<file path="src/rtl/jtag_tap_driver.sv">
// jtag_tap_driver: system-clock JTAG initiator. One command performs one complete
// IR or DR scan (optionally prefixed by a Test-Logic-Reset sequence), starting and
// ending in Run-Test/Idle. Data shifts LSB first.
// Ports:
//   clock_i, reset_i         system clock, async active-high reset
//   start_i                  one-cycle command strobe, sampled only while idle
//   ir_scan_i, tap_reset_i   scan type and TLR-prefix request, latched at start
//   length_i, tdi_data_i     scan length (clamped to MAX_LEN) and data, latched at start
//   busy_o, done_o           command in progress / one-cycle completion pulse
//   tdo_data_o               captured TDO bits, right-aligned
//   jtck_o, jtms_o, jtdi_o   JTAG signals toward the TAP; jtdo_i from the TAP
module jtag_tap_driver #(
  parameter int unsigned CLK_DIV = 4,
  parameter int unsigned MAX_LEN = 32
) (
  input  logic               clock_i,
  input  logic               reset_i,
  input  logic               start_i,
  input  logic               ir_scan_i,
  input  logic               tap_reset_i,
  input  logic [5:0]         length_i,
  input  logic [MAX_LEN-1:0] tdi_data_i,
  output logic               busy_o,
  output logic               done_o,
  output logic [MAX_LEN-1:0] tdo_data_o,
  output logic               jtck_o,
  output logic               jtms_o,
  output logic               jtdi_o,
  input  logic               jtdo_i
);

  localparam int unsigned LEN_W = 6;
  localparam int unsigned CNT_W = $clog2(CLK_DIV);
  localparam int unsigned IDX_W = $clog2(MAX_LEN);

  typedef enum logic [2:0] {
    S_IDLE, S_TLR, S_SEL, S_CAP, S_SHIFT, S_UPD, S_FIN
  } state_e;

  state_e             state_q;
  logic [LEN_W-1:0]   bit_q;
  logic [CNT_W-1:0]   cnt_q;
  logic               ir_q;
  logic [LEN_W-1:0]   last_q;
  logic [MAX_LEN-1:0] tdi_q;
  logic               tap_unknown_q;
  logic               busy_q;
  logic               done_q;
  logic [MAX_LEN-1:0] tdo_q;
  logic               jtck_q;
  logic               jtms_q;
  logic               jtdi_q;

  state_e             nxt_state_d;
  logic [LEN_W-1:0]   nxt_bit_d;
  logic               scan_end_d;
  logic               jtms_d;
  logic               jtdi_d;

  logic [LEN_W-1:0]   len_c;
  logic [MAX_LEN-1:0] keep_c;
  logic               tick_c;

  assign busy_o     = busy_q;
  assign done_o     = done_q;
  assign tdo_data_o = tdo_q;
  assign jtck_o     = jtck_q;
  assign jtms_o     = jtms_q;
  assign jtdi_o     = jtdi_q;

  // Requested length clamped to the supported width; mask keeps only bits below it.
  assign len_c  = (length_i > LEN_W'(MAX_LEN)) ? LEN_W'(MAX_LEN) : length_i;
  assign tick_c = (cnt_q == CNT_W'(CLK_DIV - 1));

  always_comb begin
    keep_c = '0;
    for (int unsigned i = 0; i < MAX_LEN; i++) begin
      keep_c[i] = (i < 32'(len_c));
    end
  end

  // Next TCK bit position and the jtms/jtdi values to launch for it.
  always_comb begin
    nxt_state_d = state_q;
    nxt_bit_d   = bit_q + LEN_W'(1);
    scan_end_d  = 1'b0;
    jtms_d      = 1'b0;
    jtdi_d      = 1'b0;
    case (state_q)
      S_TLR: begin
        if (bit_q == LEN_W'(5)) begin
          nxt_state_d = S_SEL;
          nxt_bit_d   = '0;
        end
      end
      S_SEL: begin
        if (!ir_q || bit_q == LEN_W'(1)) begin
          nxt_state_d = S_CAP;
          nxt_bit_d   = '0;
        end
      end
      S_CAP: begin
        if (bit_q == LEN_W'(1)) begin
          nxt_state_d = S_SHIFT;
          nxt_bit_d   = '0;
        end
      end
      S_SHIFT: begin
        if (bit_q == last_q) begin
          nxt_state_d = S_UPD;
          nxt_bit_d   = '0;
        end
      end
      S_UPD: begin
        if (bit_q == LEN_W'(1)) begin
          nxt_state_d = S_IDLE;
          nxt_bit_d   = '0;
          scan_end_d  = 1'b1;
        end
      end
      default: begin
        nxt_state_d = S_IDLE;
        nxt_bit_d   = '0;
      end
    endcase
    case (nxt_state_d)
      S_TLR:   jtms_d = (nxt_bit_d != LEN_W'(5));
      S_SEL:   jtms_d = 1'b1;
      S_SHIFT: begin
        jtms_d = (nxt_bit_d == last_q);
        jtdi_d = tdi_q[IDX_W'(nxt_bit_d)];
      end
      S_UPD:   jtms_d = (nxt_bit_d == '0);
      default: ;
    endcase
  end

  // Sequencer: jtms/jtdi launch on jtck fall (and at start), jtdo sampled on jtck rise.
  always_ff @(posedge clock_i or posedge reset_i) begin
    if (reset_i) begin
      state_q       <= S_IDLE;
      bit_q         <= '0;
      cnt_q         <= '0;
      ir_q          <= 1'b0;
      last_q        <= '0;
      tdi_q         <= '0;
      tap_unknown_q <= 1'b1;
      busy_q        <= 1'b0;
      done_q        <= 1'b0;
      tdo_q         <= '0;
      jtck_q        <= 1'b0;
      jtms_q        <= 1'b1;
      jtdi_q        <= 1'b0;
    end else begin
      done_q <= 1'b0;
      case (state_q)
        S_IDLE: begin
          if (start_i) begin
            busy_q <= 1'b1;
            if (len_c == '0) begin
              state_q <= S_FIN;
            end else begin
              state_q <= (tap_reset_i || tap_unknown_q) ? S_TLR : S_SEL;
              bit_q   <= '0;
              cnt_q   <= '0;
              ir_q    <= ir_scan_i;
              last_q  <= len_c - LEN_W'(1);
              tdi_q   <= tdi_data_i;
              tdo_q   <= tdo_q & keep_c;
              // First bit of both TLR and SEL drives jtms high.
              jtms_q  <= 1'b1;
              jtdi_q  <= 1'b0;
            end
          end
        end
        S_FIN: begin
          state_q <= S_IDLE;
          busy_q  <= 1'b0;
          done_q  <= 1'b1;
        end
        default: begin
          if (tick_c) begin
            cnt_q  <= '0;
            jtck_q <= !jtck_q;
            if (!jtck_q) begin
              if (state_q == S_SHIFT) tdo_q[IDX_W'(bit_q)] <= jtdo_i;
            end else begin
              state_q <= nxt_state_d;
              bit_q   <= nxt_bit_d;
              jtms_q  <= jtms_d;
              jtdi_q  <= jtdi_d;
              if (state_q == S_TLR && nxt_state_d == S_SEL) tap_unknown_q <= 1'b0;
              if (scan_end_d) begin
                busy_q <= 1'b0;
                done_q <= 1'b1;
              end
            end
          end else begin
            cnt_q <= cnt_q + CNT_W'(1);
          end
        end
      endcase
    end
  end

endmodule
</file>
<file path="config.mk">
export PLATFORM = sky130hd
export DESIGN_NAME = jtag_tap_driver
export DESIGN_NICKNAME = d
export VERILOG_FILES = /design/src/rtl/jtag_tap_driver.sv
export SDC_FILE = /design/constraint.sdc
export NUM_CORES = 1
export LEC_CHECK = 0
export ABC_AREA = 0
export CAP_MARGIN = 20
export CORE_MARGIN = 3
export CORE_UTILIZATION = 35
export DETAILED_ROUTE_END_ITERATION = 10
export HOLD_SLACK_MARGIN = 0.03
export MAX_ROUTING_LAYER = met4
export PLACE_DENSITY = 0.6
export SLEW_MARGIN = 5
export SYNTH_ARGS = -nofsm -noshare
export SYNTH_HDL_FRONTEND = slang
export SYNTH_SLANG_ARGS = --single-unit
</file>
<file path="constraint.sdc">
create_clock -name clock_i -period 4.4 [get_ports clock_i]
set_input_delay 0.66 -clock clock_i [delete_from_list [all_inputs] [get_ports clock_i]]
set_output_delay 0.66 -clock clock_i [all_outputs]
set_load 0.005 [all_outputs]
</file>
* After elaboration in Yosys (flattened, before gate mapping)
Index checks and enable logic that the tools add are counted. W data, S select, Z words.
Operators by class: $add $sub $neg 3, multipliers 0, div/mod/pow operators 0, magnitude comparators 36, equal/unequal tests 19, shift-type cells 0, multiplexer cells 61, bitwise gates (word level) 4, reduce and logical (&&, ||, !) cells 25
Operators by type and width (count):
- $mux W32 | 5
- $lt A5 B6 Y1 const A | 16
- $pmux W32 S2 | 1
- $mux W6 | 9
- $lt A4 B6 Y1 const A | 8
- $and A32 B32 Y32 | 1
- $bwmux W32 | 1
- $mux W3 | 9
- $lt A3 B6 Y1 const A | 4
- $pmux W6 S4 | 1
- $mux W1 | 20
- $eq A3 B3 Y1 const B | 5
- $pmux W3 S5 | 1
- $eq A6 B6 Y1 | 2
- $logic_not A6 Y1 | 2
- $lt A1 B6 Y1 const A | 2
- $lt A2 B6 Y1 const A | 2
- $lt A5 B6 Y1 const B | 2
- $pmux W6 S2 | 1
- $eq A3 B2 Y1 const B | 3
- $reduce_and A3 Y1 | 3
- $reduce_bool A3 Y1 | 3
- $mux W2 | 4
- $pmux W1 S2 | 4
- other kinds (28) | 39
Storage, ports and cells: flip-flop bits (word level) 88, bits in latches 0, bits in writable memories 0, memory bits (read-only) 0, bits of input ports 44, output and inout bits 37, memories kept 0

* Depth between registers and ports, before layout
Gate-level depths: netlist (run 1).
word-level depth 10, gate-level depth with buffers 13, gate-level depth less buffers 9

* Worst setup path after synthesis (run 1)
No wires, ideal clock.
path kind input port to flip-flop, start in length_i[5], end reg tdo_q[15], in the netlist tdo_data_o[15], setup time 0.095 ns, arrival time 2.609 ns, path slack 1.696 ns, stages on the path 12, buffers on the path 3, cells stage by stage buf_2 clkbuf_1 nor2b_1 inv_1 ha_1 nand3_1 and2_1 o211ai_1 buf_2 nor2_1 nand2_1 o31ai_1
Between the ends: word-level cells in the longest chain between the ends 7, elaborated cells between the ends (all ways) 10
RTL lines:
- start, declared | line 21 | input logic [5:0] length_i,
- $gt A6 B6 Y1 | line 72 | assign len_c = (length_i > LEN_W'(MAX_LEN)) ? LEN_W'(MAX_LEN) : length_i;
- $mux W6 (*) | line 72
- $lt A4 B6 Y1 | line 78 | keep_c[i] = (i < 32'(len_c));
- $and A32 B32 Y32 | line 169 | tdo_q <= tdo_q & keep_c;
- $mux W32 | line 160 | if (len_c == '0) begin
- $mux W32 | line 158 | if (start_i) begin
- $pmux W32 S2 | line 156 | case (state_q)
- end signal, assigned | line 169
- end signal, assigned by index | line 186 | if (state_q == S_SHIFT) tdo_q[IDX_W'(bit_q)] <= jtdo_i;
- end, declared | line 49 | logic [MAX_LEN-1:0] tdo_q;
Every way passes the cells marked *; elsewhere a longest branch is shown, timed or not. The select of a mux whose other input is x is not followed. A chain may end at the register's enable or synchronous reset.

* Final worst setup path (run 1)
start in length_i[1], end reg tdo_q[19], in the netlist tdo_data_o[19]
Between the ends: word-level cells in the longest chain between the ends 7, elaborated cells between the ends (all ways) 10
RTL lines (line):
- $gt A6 B6 Y1 | 72
- $mux W6 (*) | 72
- $lt A5 B6 Y1 | 78
- $and A32 B32 Y32 | 169
- $mux W32 | 160
- $mux W32 | 158
- $pmux W32 S2 | 156
Marked as above.

==> impl_metrics.toml, run 1 <==
[clock_tree]
cts_tree = "built"
cts_buffer_depth = 2
cts.sinks = 88
htree_levels = 3
cts.hold.buffers_added = 0
ctsResizeCount = 0
clk_pin_slew_ns = 0.07
postCtsSetupBuffers = 0
clock_latency_ns = 0.35
cts_root_buffer = "clkbuf_16"
cts_made_buffers = 9

[die]
core_area_mm2 = 0.0147
die_w_um = 129
initial_utilization = 0.362
io_pins = 81
die_y_um = 129
dieArea_mm2 = 0.0167
core.rowCount = 44

[place]
io_buffers = 80
gp_congestion = 0.886
dp_hpwl_mm = 11.8
dp_slack_ns = 0.543

[detailed_routing]
wirelength_mm = 16.0
num_vias = 4724
drtIter0Drc = 392
dr.pass1.iters = 5
viasPerCell = 5.68
drtAntennaViolNets = 0
drc = 0
wire_per_inst_um = 19.3

[grt]
gr-usage-all-layers = 0.202
grt_max_degree = 57
top_usage_layer = "met2"
grt_pass1_vias = 4570
grt-ovfl-total = 0
gr-usage-met1 = 0.263
grt_pass1_wl_mm = 25.5
antenna_found_initial = 0
use_met3 = 0.0326
grt_util_met2 = 0.313

[timing]
tns_ns = 0
finClkSkew_ns = 0.0108
hold_viol = 0
rsz0062_at_grt = "no"
fmax_ghz = 0.283
period_needed_ns = 3.54
fin_crit_sh = 0.804
worst_slack_ns = 0.861
maxSlewViolCount = 0
setup_violations = 0
slew_headroom = 0.401
worst-slew-pin-transition_ns = 0.898

[layout]
multi_input_area_mm2 = 0.00287
drive_above_1_share = 0.127
seqCellArea_mm2 = 0.00220
nets = 694
final.fill_count = 1449
syn2layout_area_growth_pct = 22.6
insertedDiodeCount = 0

[setup_path]
critPathKind = "in2reg"
cp-start-kind = "input pin"
worst-path-max-fanout = 27
cp.arrival_ns = 3.80
crit_path_end_kind = "flip-flop"
required_ns = 4.66

[logic_synthesis]
synth_area_mm2 = 0.00533
synthArstFlopShare = 1.00
netlist_instances = 586
yosysWarnings = 0
ys_seq_elements = 88
synth_edf_count = 0
synth_flop_cell = "dfrtp_1"
synthesis.nets = 638
syn_avg_cell_area_um2 = 9.09
ys_seq_area_frac = 0.414
synth.distinct_cells = 67

[power_and_ir_drop]
power.density_mw_per_mm2 = 257
vdd_drop_max_v = 0.000189
leakagePower_uw = 0.00272

[status]
status = "completed"

[min_path]
min_path_type = "reg2reg"

[job]
maxCapViolCount = 0
[worst max-delay path: stages]
cell and delay (ns):
clkdlybuf4s50_1 0.65, nor2b_1 0.38, inv_1 0.14, ha_1 0.35, nand3_1 0.21, and2_1 0.17, o211ai_1 0.12, buf_4 0.27
nor2_1 0.36, nand2_1 0.17, o31ai_1 0.30
[per-stage QoR]
step | total power [uW] | hold slack (ns) | std cells | utilization | cell area, um^2
after floorplan | 860 | 0.447 | 586 | - | 5330
after global placement | 916 | 0.453 | 815 | 0.424 | 6230
after detailed placement | 917 | 0.458 | 815 | 0.424 | 6230
after CTS | 1700 | 0.469 | 831 | 0.444 | 6530
after global routing | 1740 | 0.474 | 831 | 0.444 | 6530
final | 1680 | 0.469 | 831 | 0.444 | 6530
[logic make-up (layout without fill, tap and decap cells)]
group / after synthesis / in the layout / share of synthesized area
AO/OA/AOI/OAI: 189 / 189 / 0.220
AND/OR/NAND/NOR: 176 / 176 / 0.170
flip-flops: 88 / 88 / 0.414
buffers and inverters: 60 / 121 / 0.0493
multiplexers: 48 / 48 / 0.0984
XOR/XNOR: 17 / 17 / 0.0294
adder cells (fa/ha/maj): 8 / 8 / 0.0188
[cells in the final DEF, fill, tap and decap left out, types with 4 or more instances in the layout]
cell type        synthesis  layout
a31oi_1                 15      15
dfrtp_1                 86      86
a21oi_1                 42      42
mux2i_1                 13      13
a221oi_1                 4       4
clkdlybuf4s50_1          0      80
nor2_1                  52      52
clkbuf_16                0       9
buf_4                    1       9
o31ai_1                 12      12
a32oi_1                  6       6
nand2b_1                 9       9
xnor2_1                  6       6
nor3_1                  11      11
xor2_1                  10      10
inv_1                   16      15
ha_1                     8       8
o22ai_1                  6       6
mux2_2                  35      35
o21ai_0                 72      72
nand3_1                 13      13
and2_1                   5       5
nor2b_1                  8       7
nand2_1                 47      47
[layer usage]
metal,share of wire,up-vias
li1,-,2234
met2,0.48,182
met5,0,-
met1,0.44,2278
met3,0.059,30
met4,0.029,0
[state kept, by name, indices dropped and copies added, names as in the netlist, 2 cells and up]
name        cells
cnt_q           2
tdo_data_o     32
last_q          6
bit_q           6
state_q         3
tdi_q          32
[layout make-up]
class | instances | area share
Multi-Input combinational cell | 438 | 0.439
Sequential cell | 88 | 0.338
Timing Repair Buffer | 89 | 0.133
Clock buffer | 11 | 0.0372
Tap cell | 184 | 0.0353
Inverter | 16 | 0.00939
Clock inverter | 5 | 0.00862
[synth_stat cells, types with 12 or more instances]
cell | n | area share
a21oi_1 | 42 | 0.039
a31oi_1 | 15 | 0.018
buf_2 | 15 | 0.014
clkbuf_1 | 25 | 0.018
dfrtp_1 | 86 | 0.40
inv_1 | 16 | 0.011
mux2_2 | 35 | 0.074
mux2i_1 | 13 | 0.024
nand2_1 | 47 | 0.033
nand3_1 | 13 | 0.012
nor2_1 | 52 | 0.037
o21ai_0 | 72 | 0.068
o31ai_1 | 12 | 0.017
[power by group]
part	internal [uW]	total (uW)	switching (uW)
combinational	43.9	91.8	47.9
clock	455	780	325
sequential	809	809	0
total	1310	1680	373
[path summary, 6_finish.rpt]
path | startpoint | to | slack (ns) | cells after the start
worst min register to register | tap_unknown_q | tap_unknown_q | 0.47 | 1
min in group asynchronous | reset_i | tdo_data_o[28] | 0.68 | 2
worst max-delay path | length_i[1] | tdo_data_o[19] | 0.86 | 11
worst min-delay path | tap_unknown_q | tap_unknown_q | 0.47 | 1
max in group asynchronous | reset_i | state_q[1] | 2.58 | 3
worst max register to register | bit_q[0] | jtms_o | 1.00 | 7
(Power assumes the default switching activity.)
==> run 2: changes to the inputs <==
--- a/config.mk
+++ b/config.mk
@@ -12,7 +12,7 @@
 export DETAILED_ROUTE_END_ITERATION = 10
 export HOLD_SLACK_MARGIN = 0.03
 export MAX_ROUTING_LAYER = met4
-export PLACE_DENSITY = 0.6
+export PLACE_DENSITY = 0.62
 export SLEW_MARGIN = 5
 export SYNTH_ARGS = -nofsm -noshare
 export SYNTH_HDL_FRONTEND = slang
==> constraint.sdc (replaced) <==
create_clock -name clock_i -period 3.1 [get_ports clock_i]
set_input_delay 0.465 -clock clock_i [delete_from_list [all_inputs] [get_ports clock_i]]
set_output_delay 0.465 -clock clock_i [all_outputs]
set_load 0.005 [all_outputs]
==> impl_metrics.toml, run 2 (synthesis gave the netlist of run 1 again) <==
[setup_path]
cpMostUsedCell = "a21oi_1"
reg2reg_depth = 9
worst-path-max-fanout = 14
crit_buf_inv = 1
critPathSlowestCell = "dfrtp_1"
critPathKind = "reg2reg"
rrSetupSlack_ns = 0.32
cp-start-kind = "flip-flop"
cp.arrival_ns = 3.02
required_ns = 3.35
crit_path_end_kind = "flip-flop"
cp.depth = 9
rr_endpoint = "jtms_o"
crit_family = "compound AO/OA/AOI/OAI gates"
r2r_start = "bit_q[1]"
cpPeakStageDelay_ns = 0.46
crit_chain = "inv_1 -> ha_1 -> nor3b_4 -> a21oi_1 -> a32o_1 -> nor2_4 -> a21oi_1 -> o32a_1 -> o41ai_2"

[die]
io_pins = 81
dieArea_mm2 = 0.0167
die_y_um = 129
die_w_um = 129
core_area_mm2 = 0.0147
core.rowCount = 44
initial_utilization = 0.362

[grt]
grt_max_degree = 48
grt_pass1_wl_mm = 25.6
gr-usage-all-layers = 0.201
antenna_found_initial = 0
grt_pass1_vias = 4902
grt-ovfl-total = 0

[layout]
final_common_cell = "dfrtp_1"
final_cell_mix = "dfrtp_1, clkdlybuf4s50_1, o21ai_0, nor2_1, nand2_1"
nets = 718
final_util = 0.457
drive_above_1_share = 0.158
syn2layout_area_growth_pct = 26.2
insertedDiodeCount = 0
final.fill_count = 1417
stdcell_count = 855

[timing]
period_needed_ns = 2.78
setup_violations = 0
slew_headroom = 0.455
hold_viol = 0
fmax_ghz = 0.360
finClkSkew_ns = 0.00754
maxSlewViolCount = 0
fin_crit_sh = 0.896
worst-slew-pin-transition_ns = 0.818
rsz0062_at_grt = "no"
tns_ns = 0

[power_and_ir_drop]
switching_share = 0.226
intPower_uw = 1810
seqPwrFrac = 0.492
p_switching_uw = 528
p_comb_frac = 0.061
pwr-share-clk = 0.447
fin_total_pwr_uw = 2340
power.density_mw_per_mm2 = 348
leakagePower_uw = 0.00283
vdd_drop_max_v = 0.000234

[clock_tree]
cts_tree = "built"
cts.hold.buffers_added = 0
postCtsSetupBuffers = 0
htree_levels = 3
clock_latency_ns = 0.34
cts_made_buffers = 9
cts_root_buffer = "clkbuf_16"
clk_pin_slew_ns = 0.06
ctsResizeCount = 0
cts_buffer_depth = 2
cts.sinks = 88

[detailed_routing]
num_vias = 4853
viasPerCell = 5.68
drtIter0Drc = 420
wire_per_inst_um = 18.5
dr.pass1.iters = 6
wirelength_mm = 15.8
drtAntennaViolNets = 0
drc = 0

[place]
gp_congestion = 0.947
io_buffers = 80
dp_hpwl_mm = 11.6
dp_cells = 839

[job]
maxCapViolCount = 0

[min_path]
min_path_type = "in2async"

[status]
status = "completed"
[run 2: through the flow]
stage	area (um^2)	hold slack, ns	setup WS (ns)
5_1_grt	6720	0.422	0.121
2_1_floorplan	5330	0.447	0.360
3_5_place_dp	6440	0.456	0.246
3_3_place_gp	6440	0.454	0.287
4_1_cts	6720	0.387	0.320
6_report	6720	0.396	0.324
[run 2: power by group through the flow]
| stage | clock (uW) | sequential, uW | combinational, uW |
|---|---|---|---|
| after floorplan | 0 | 1170 | 50.5 |
| after global placement | 0 | 1170 | 143 |
| after detailed placement | 0 | 1170 | 143 |
| after CTS | 1090 | 1150 | 144 |
| after global routing | 1130 | 1150 | 156 |
| final | 1040 | 1150 | 144 |
[run 2: area by class of cell]
type,instances,area [um^2],share of cell area
inverters,16,61.3,0.00912
multi-input cells,438,2870,0.426
clock inverters,4,28.8,0.00428
well taps,184,230,0.0343
repair buffers,113,1070,0.160
flip-flops and latches,88,2200,0.328
clock buffers,12,256,0.0382
[run 2: how the worst max path moves through the flow]
stage                     endpoint         from
global placement     tdo_data_o[0]  length_i[5]
global route                jtms_o     bit_q[1]
CTS                         jtms_o     bit_q[1]
detailed placement  tdo_data_o[14]  length_i[0]
floorplan                 bit_q[0]      reset_i
finish                      jtms_o     bit_q[1]
[run 2: worst register-to-register path, delay by kind of cell, from the launching register on]
| family | cells | cell delay [ns] |
|---|---|---|
| buf+inv | 1 | 0.14 |
| simple gates | 2 | 0.64 |
| compound gates | 5 | 1.17 |
| flops | 1 | 0.46 |
| fa+ha+maj | 1 | 0.26 |
[run 2: per-layer routing]
| layer | global-route usage | vias to the layer above | share of wire |
|---|---|---|---|
| li1 | - | 2269 | - |
| met1 | 0.256 | 2365 | 0.45 |
| met2 | 0.317 | 188 | 0.47 |
| met3 | 0.0408 | 31 | 0.054 |
| met4 | 0.0729 | 0 | 0.026 |
| met5 | - | - | 0 |
==> run 3: changes to the inputs <==
--- a/config.mk
+++ b/config.mk
@@ -7,6 +7,7 @@
 export LEC_CHECK = 0
 export ABC_AREA = 0
 export CAP_MARGIN = 20
+export CORE_ASPECT_RATIO = 1.5
 export CORE_MARGIN = 3
 export CORE_UTILIZATION = 35
 export DETAILED_ROUTE_END_ITERATION = 10
==> impl_metrics.toml, run 3 (synthesis gave the netlist of run 1 again) <==
[status]
status = "completed"

[grt]
gr-usage-all-layers = 0.194
grt_pass1_vias = 4719
grt_pass1_wl_mm = 24.9
antenna_found_initial = 0
grt-ovfl-total = 0
grt_max_degree = 53

[detailed_routing]
viasPerCell = 5.68
drtIter0Drc = 324
dr.pass1.iters = 5
wire_per_inst_um = 18.1
wirelength_mm = 15.6
num_vias = 4900
drtAntennaViolNets = 0
drc = 0

[job]
maxCapViolCount = 0

[die]
core_area_mm2 = 0.0147
initial_utilization = 0.362
io_pins = 81
core.rowCount = 54
die_y_um = 157
dieArea_mm2 = 0.0168
die_w_um = 107

[layout]
nets = 714
final_util = 0.459
syn2layout_area_growth_pct = 27.0
final.fill_count = 1470
insertedDiodeCount = 0
final_cell_mix = "dfrtp_1, clkdlybuf4s50_1, o21ai_0, nor2_1, nand2_1"
final_common_cell = "dfrtp_1"
drive_above_1_share = 0.154
multi_input_area_mm2 = 0.00287
seqCellArea_mm2 = 0.00220

[clock_tree]
cts.sinks = 88
cts_buffer_depth = 2
cts.hold.buffers_added = 0
htree_levels = 3
clk_pin_slew_ns = 0.07
cts_made_buffers = 9
ctsResizeCount = 0
postCtsSetupBuffers = 0
cts_root_buffer = "clkbuf_16"
clock_latency_ns = 0.35
cts_tree = "built"

[setup_path]
cp-start-kind = "flip-flop"
rrSetupSlack_ns = 0.31
crit_path_end_kind = "flip-flop"
worst-path-max-fanout = 14
cp.arrival_ns = 3.03
r2r_start = "bit_q[1]"
rr_endpoint = "jtms_o"
critPathKind = "reg2reg"
required_ns = 3.34
cpPeakStageDelay_ns = 0.45
critPathSlowestCell = "dfrtp_1"
reg2reg_depth = 9
crit_chain = "inv_1 -> ha_1 -> nor4b_4 -> nand3_1 -> a32o_1 -> nor2_4 -> a21oi_1 -> o32a_1 -> o41ai_2"

[timing]
worst-slew-pin-transition_ns = 0.762
fmax_ghz = 0.358
period_needed_ns = 2.79
finClkSkew_ns = 0.00778
worst_slack_ns = 0.306
fin_crit_sh = 0.901
tns_ns = 0
slew_headroom = 0.490
hold_viol = 0
rsz0062_at_grt = "no"
maxSlewViolCount = 0
setup_violations = 0

[min_path]
hp-start = "tap_unknown_q"
hold_end = "tap_unknown_q"
min_path_cells = 1
min_path_type = "reg2reg"

[place]
gp_congestion = 0.922
dp_slack_ns = 0.293
io_buffers = 80
dp_hpwl_mm = 11.9

[power_and_ir_drop]
fin_total_pwr_uw = 2570
power.density_mw_per_mm2 = 380
vdd_drop_max_v = 0.000279
leakagePower_uw = 0.00284
-- run 3: cell count changes in the layout (fill, tap and decap cells not counted), sizes merged --
cell	change
clkinv	-1
clkbuf	-2
bufinv	+3
buf	-4
clkinvlp	-1
inv	+1
-- run 3: stage by stage --
stage               cell area, um^2  hold slack (ns)  cells
floorplan                      5330            0.447    586
global placement               6410            0.452    847
detailed placement             6410            0.464    847
CTS                            6760            0.472    863
global route                   6760            0.493    863
finish                         6760            0.475    863
-- run 3: layer usage --
layer	share of wire	vias up	track usage
met4	0.053	0	0.107
met1	0.39	2321	0.220
met3	0.062	62	0.0300
met5	0	-	-
li1	-	2261	-
met2	0.49	256	0.326
-- run 3: final cells by class --
class                           count  share of cell area
Timing Repair Buffer              109               0.152
Clock buffer                       10              0.0353
Inverter                           16             0.00907
Tap cell                          196              0.0363
Multi-Input combinational cell    438               0.424
Clock inverter                      6              0.0170
Sequential cell                    88               0.326
-- run 3: worst max-delay path by stage --
stage	start	endpoint	slack, ns
2_1_floorplan	reset_i	bit_q[0]	0.36
3_3_place_gp	length_i[1]	tdo_data_o[2]	0.37
3_5_place_dp	length_i[0]	tdo_data_o[25]	0.29
4_1_cts	bit_q[1]	jtms_o	0.33
5_1_grt	bit_q[1]	jtms_o	0.12
6_report	bit_q[1]	jtms_o	0.31
-- run 3: report_power, final --
group / internal, uW / leakage [uW] / switching (uW)
logic: 70.2 / 0.00149 / 69.5
registers: 1150 / 0.00118 / 0
clock network: 814 / 0.000169 / 467
-- run 3: worst max-delay path: cells and delay by family (launching register included) --
family,cells,cell delay [ns]
buf+inv,1,0.15
compound gates,4,1.09
fa+ha+maj,1,0.20
flops,1,0.45
simple gates,3,0.78
